===== config.mk =====
export PLATFORM = sky130hd
export DESIGN_NAME = mc_controller
export DESIGN_NICKNAME = d
export VERILOG_FILES = /design/src/rtl/mc_controller.sv
export SDC_FILE = /design/constraint.sdc
export NUM_CORES = 1
export LEC_CHECK = 0
export CAP_MARGIN = 25
export CORE_AREA = 2 2 39 41
export CTS_CLUSTER_DIAMETER = 120
export DETAILED_ROUTE_END_ITERATION = 8
export DIE_AREA = 0 0 41 43
export GPL_TIMING_DRIVEN = 0
export PLACE_DENSITY = 0.82
export SLEW_MARGIN = 20
export SYNTH_ARGS = -nofsm -noshare
export SYNTH_HDL_FRONTEND = slang
export SYNTH_SLANG_ARGS = --single-unit

===== constraint.sdc =====
create_clock -name clk -period 1.42 [get_ports clk]
set_input_delay 0.284 -clock clk [delete_from_list [all_inputs] [get_ports clk]]
set_output_delay 0.284 -clock clk [all_outputs]
set_load 0.005 [all_outputs]

===== src/rtl/mc_controller.sv =====
// Multicycle control FSM: sequences each instruction through fetch, decode,
// execute, memory and writeback states, drives the datapath selects and write
// enables, and waits out a fixed-latency memory with a small wait counter.
module mc_controller #(
  parameter int MEM_LAT = 1
) (
  input  logic       clk,
  input  logic       reset,
  input  logic [3:0] op,
  input  logic       Zero,
  output logic [2:0] ALUControl,
  output logic       alu_src_a,
  output logic [1:0] alu_src_b,
  output logic [1:0] result_src,
  output logic       adr_src,
  output logic       ir_write,
  output logic       pc_write,
  output logic       reg_write,
  output logic       mem_write,
  output logic       illegal,
  output logic [3:0] state_o
);

  localparam int CW = $clog2(MEM_LAT + 1);

  typedef enum logic [3:0] {
    FETCH    = 4'd0,
    DECODE   = 4'd1,
    MEMADR   = 4'd2,
    MEMREAD  = 4'd3,
    MEMWB    = 4'd4,
    MEMWRITE = 4'd5,
    EXEC_R   = 4'd6,
    EXEC_I   = 4'd7,
    ALUWB    = 4'd8,
    BRANCH   = 4'd9
  } state_t;

  state_t        state;
  state_t        state_next;
  logic [CW-1:0] cnt;
  logic [CW-1:0] cnt_next;
  logic          last;
  logic          ir_w;
  logic          pc_w;
  logic          reg_w;
  logic          mem_w;
  logic          ill;

  assign last    = (cnt == CW'(MEM_LAT - 1));
  assign state_o = state;

  // Enables are suppressed while reset is held so an abandoned instruction
  // cannot write anything.
  assign ir_write  = ir_w  & ~reset;
  assign pc_write  = pc_w  & ~reset;
  assign reg_write = reg_w & ~reset;
  assign mem_write = mem_w & ~reset;
  assign illegal   = ill   & ~reset;

  // State register and memory wait counter.
  always_ff @(posedge clk) begin
    if (reset) begin
      state <= FETCH;
      cnt   <= '0;
    end else begin
      state <= state_next;
      cnt   <= cnt_next;
    end
  end

  // Next-state, Moore output decode (plus Zero in BRANCH) and counter update.
  always_comb begin
    state_next = state;
    ALUControl = 3'b000;
    alu_src_a  = 1'b0;
    alu_src_b  = 2'b00;
    result_src = 2'b00;
    adr_src    = 1'b0;
    ir_w       = 1'b0;
    pc_w       = 1'b0;
    reg_w      = 1'b0;
    mem_w      = 1'b0;
    ill        = 1'b0;
    cnt_next   = '0;

    case (state)
      FETCH: begin
        alu_src_b  = 2'b10;
        result_src = 2'b10;
        if (last) begin
          ir_w       = 1'b1;
          pc_w       = 1'b1;
          state_next = DECODE;
        end
      end
      DECODE: begin
        alu_src_b = 2'b01;
        case (op)
          4'b0000, 4'b0001, 4'b0010,
          4'b0011, 4'b0100, 4'b0101: state_next = EXEC_R;
          4'b1000:                   state_next = EXEC_I;
          4'b1001, 4'b1010:          state_next = MEMADR;
          4'b1100, 4'b1101:          state_next = BRANCH;
          default: begin
            ill        = 1'b1;
            state_next = FETCH;
          end
        endcase
      end
      EXEC_R: begin
        alu_src_a  = 1'b1;
        ALUControl = op[2:0];
        state_next = ALUWB;
      end
      EXEC_I: begin
        alu_src_a  = 1'b1;
        alu_src_b  = 2'b01;
        state_next = ALUWB;
      end
      ALUWB: begin
        reg_w      = 1'b1;
        state_next = FETCH;
      end
      MEMADR: begin
        alu_src_a  = 1'b1;
        alu_src_b  = 2'b01;
        state_next = (op == 4'b1001) ? MEMREAD : MEMWRITE;
      end
      MEMREAD: begin
        adr_src = 1'b1;
        if (last) state_next = MEMWB;
      end
      MEMWB: begin
        result_src = 2'b01;
        reg_w      = 1'b1;
        state_next = FETCH;
      end
      MEMWRITE: begin
        adr_src = 1'b1;
        mem_w   = 1'b1;
        if (last) state_next = FETCH;
      end
      BRANCH: begin
        alu_src_a  = 1'b1;
        ALUControl = 3'b001;
        pc_w       = (op == 4'b1101) ? 1'b1 : Zero;
        state_next = FETCH;
      end
      default: state_next = FETCH;
    endcase

    if (state_next == state &&
        (state == FETCH || state == MEMREAD || state == MEMWRITE))
      cnt_next = cnt + CW'(1);
  end

endmodule


==> out/results.ini <==
[floorplan]
num_rows = 14
die_h_um = 43
die_w_um = 41
ios = 25
fp.coreArea_mm2 = 0.00138
start_util = 0.353
die_area_mm2 = 0.00176

[synthesis]
syn_area_um2 = 488
synthTopCellsByArea = dfxtp_1, nand2b_1, nand3_1
syn_nets = 74
synthCells = 67
yosysTopAreaCellShare = 0.205
ys_ff_latch = 5
synth_area_leader_cell = dfxtp_1
yosysWarnings = 0
ys_types = 28
seq_area_frac_synth = 0.205
syn_area_per_cell_um2 = 7.28

[worst_hold_path]
holdPathStages = 2
hp-class = register to register
hold_start = cnt$_SDFF_PP0_
min_to = state_o[1]$_SDFF_PP0_

[critical_path]
worst-setup-path-type = register to output pin
cp-end-kind = output pin
r2r_slack_ns = -0.23
r2r-start = state_o[2]$_SDFF_PP0_
crit_fanout = 3
r2r_cells = 7
arrival_ns = 1.62
required_ns = 1.14
r2r_end = state_o[0]$_SDFF_PP0_
critPathLaunchType = register

[cts]
cts_hold_buffers = 0
root_buffer = clkbuf_4
cts_buffer_depth = 2
clkLatencyLatePin_ns = 0.25
cts_buffers = 3
clk_pin_slew_ns = 0.04
htreeDepth = 1
cts_tree = done
cts_sinks = 5

[timing]
relSlewSlack = 0.612
tns_ns = -4.16
period_needed_ns = 1.90
tightest_slew_ns = 0.576
finalSetupViolCount = 17
layout_worst_path_cycle_share = 1.34
rsz0062_at_grt = yes
finalMaxSlewViolations = 0
hold_viol = 0
whs_ns = 0.641
fmax_mhz = 526
finalWorstSetupSlack_ns = -0.481
skew_ns = 0.0154

[final_layout]
layout.nets = 132
instances_no_fill = 140
final_cell_area_mm2 = 0.00118
area.growth.synth_to_final_pct = 143
n_antenna_cell = 0
final_util = 0.856
drive_gt1_frac = 0.629

[placed_design]
place_congestion = 0.768
pre_cts_slack_ns = -0.802
port_buffers = 24
dp_hpwl_um = 1130
placed_area_um2 = 748
dp_cells = 107

[power]
pwr-share-comb = 0.550
intPower_mw = 0.466
p_sw_mw = 0.266
clkPwrFrac = 0.234
power_density_mw_per_mm2 = 618
power_mw = 0.732
peakVddDrop_uv = 559
switching_share = 0.363
p_seq_frac = 0.217
p_leak_nw = 0.551

[route]
drt_iter0_drc = 33
drtAntennaViolNets = 0
wirelength_um = 3260
detail_route.first_pass.iterations = 4
route.vias.total = 882
wl_per_cell_um = 23.3
route.detailed.drc = 0
routed_via_density = 6.30

[global_route]
grt_pass1_wl_um = 4060
grt_max_degree = 11
antenna_found_initial = 0
grt_usage = 0.347
grt_overflow = 0
grt_pass1_vias = 815

[run]
cap_violations = 0

[outcome]
status = finished with violations
violations = negative setup slack

[final cells by class]
| type | instances | area [µm²] |
|---|---|---|
| Multi-Input combinational cell | 56 | 512 |
| Clock buffer | 4 | 26.3 |
| Sequential cell | 5 | 113 |
| Timing Repair Buffer | 54 | 469 |
| Fill cell | 66 | 199 |
| Inverter | 2 | 7.51 |
| Tap cell | 16 | 20.0 |
| Buffer | 3 | 37.5 |
[state kept, by name, summed over array words and instances (netlist names)]
name and flops:
cnt 1, state_o 4
[power by group through the flow]
stage / clock, mW / combinational, mW / sequential, mW
4_1_cts: 0.170 / 0.301 / 0.157
3_3_place_gp: 0 / 0.195 / 0.164
5_1_grt: 0.186 / 0.414 / 0.159
2_1_floorplan: 0 / 0.0962 / 0.162
3_5_place_dp: 0 / 0.200 / 0.164
6_report: 0.171 / 0.403 / 0.159
[critical path, cell delays in order (launching register included)]
cell      delay (ns)
dfxtp_4         0.35
buf_6           0.12
nor4_4          0.31
nand2b_1        0.13
buf_4           0.15
nor2_1          0.16
buf_2           0.16
[layout by cell type (no fill, tap or decap), types with 2 or more instances in the layout]
master          n
buf_6          16
buf_4          16
buf_2          11
dlygate4sd2_1   9
nand3_1         5
nor3_2          3
nand2_1         3
o21ai_2         3
nand2b_1        3
clkbuf_4        3
dfxtp_4         3
nor4_4          2
inv_1           2
buf_8           2
and2b_2         2
nor3b_4         2
and3_4          2
a21oi_2         2
nor2_1          2
o211ai_1        2
a21oi_1         2
nor2b_1         2
[worst max-delay path by stage]
stage,startpoint,to,slack [ns]
2_1_floorplan,state_o[2]$_SDFF_PP0_,pc_write,0.11
3_3_place_gp,reset,illegal,-0.80
3_5_place_dp,reset,illegal,-0.80
4_1_cts,state_o[0]$_SDFF_PP0_,pc_write,-0.29
5_1_grt,state_o[2]$_SDFF_PP0_,ir_write,-0.53
6_report,state_o[2]$_SDFF_PP0_,ir_write,-0.48
[logic make-up after synthesis]
| group | share of synthesized area |
|---|---|
| AOI/OAI and AO/OA | 0.192 |
| xor gates and xnor gates | 0.0359 |
| buffers and inverters | 0.0795 |
| DFF | 0.205 |
| other | 0.00768 |
| and+or+nand+nor | 0.479 |
[cell usage after synthesis (all sizes together)]
cell and count:
and3 2, nor3b 3, nand2b 4, nor4 4, and2b 2, xnor2 2, nor3 4, or3 2
buf 4, nor2b 2, nand3 5, nor2 3, o32ai 1, inv 2, a311oi 1, nand2 5
o21ai 4, nor4bb 1, and4b 1, dfxtp 5, a32oi 1, a21oi 4, a31oi 2, o211ai 2
conb 1
[routing by layer]
layer,vias to the layer above,track usage,wire [µm]
li1,364,-,-
met1,412,0.375,1150
met2,82,0.563,1490
met3,24,0.126,417
met4,0,0.167,207
met5,-,0,0
[what timing repair did]
item | 4_1_cts | 5_1_grt
buffers inserted | 23 | 8
pin swaps | 11 | 8
endpoints found under the setup margin | 18 | 18
resized for setup | 99 | 24
Power figures use the tool's default switching activity.
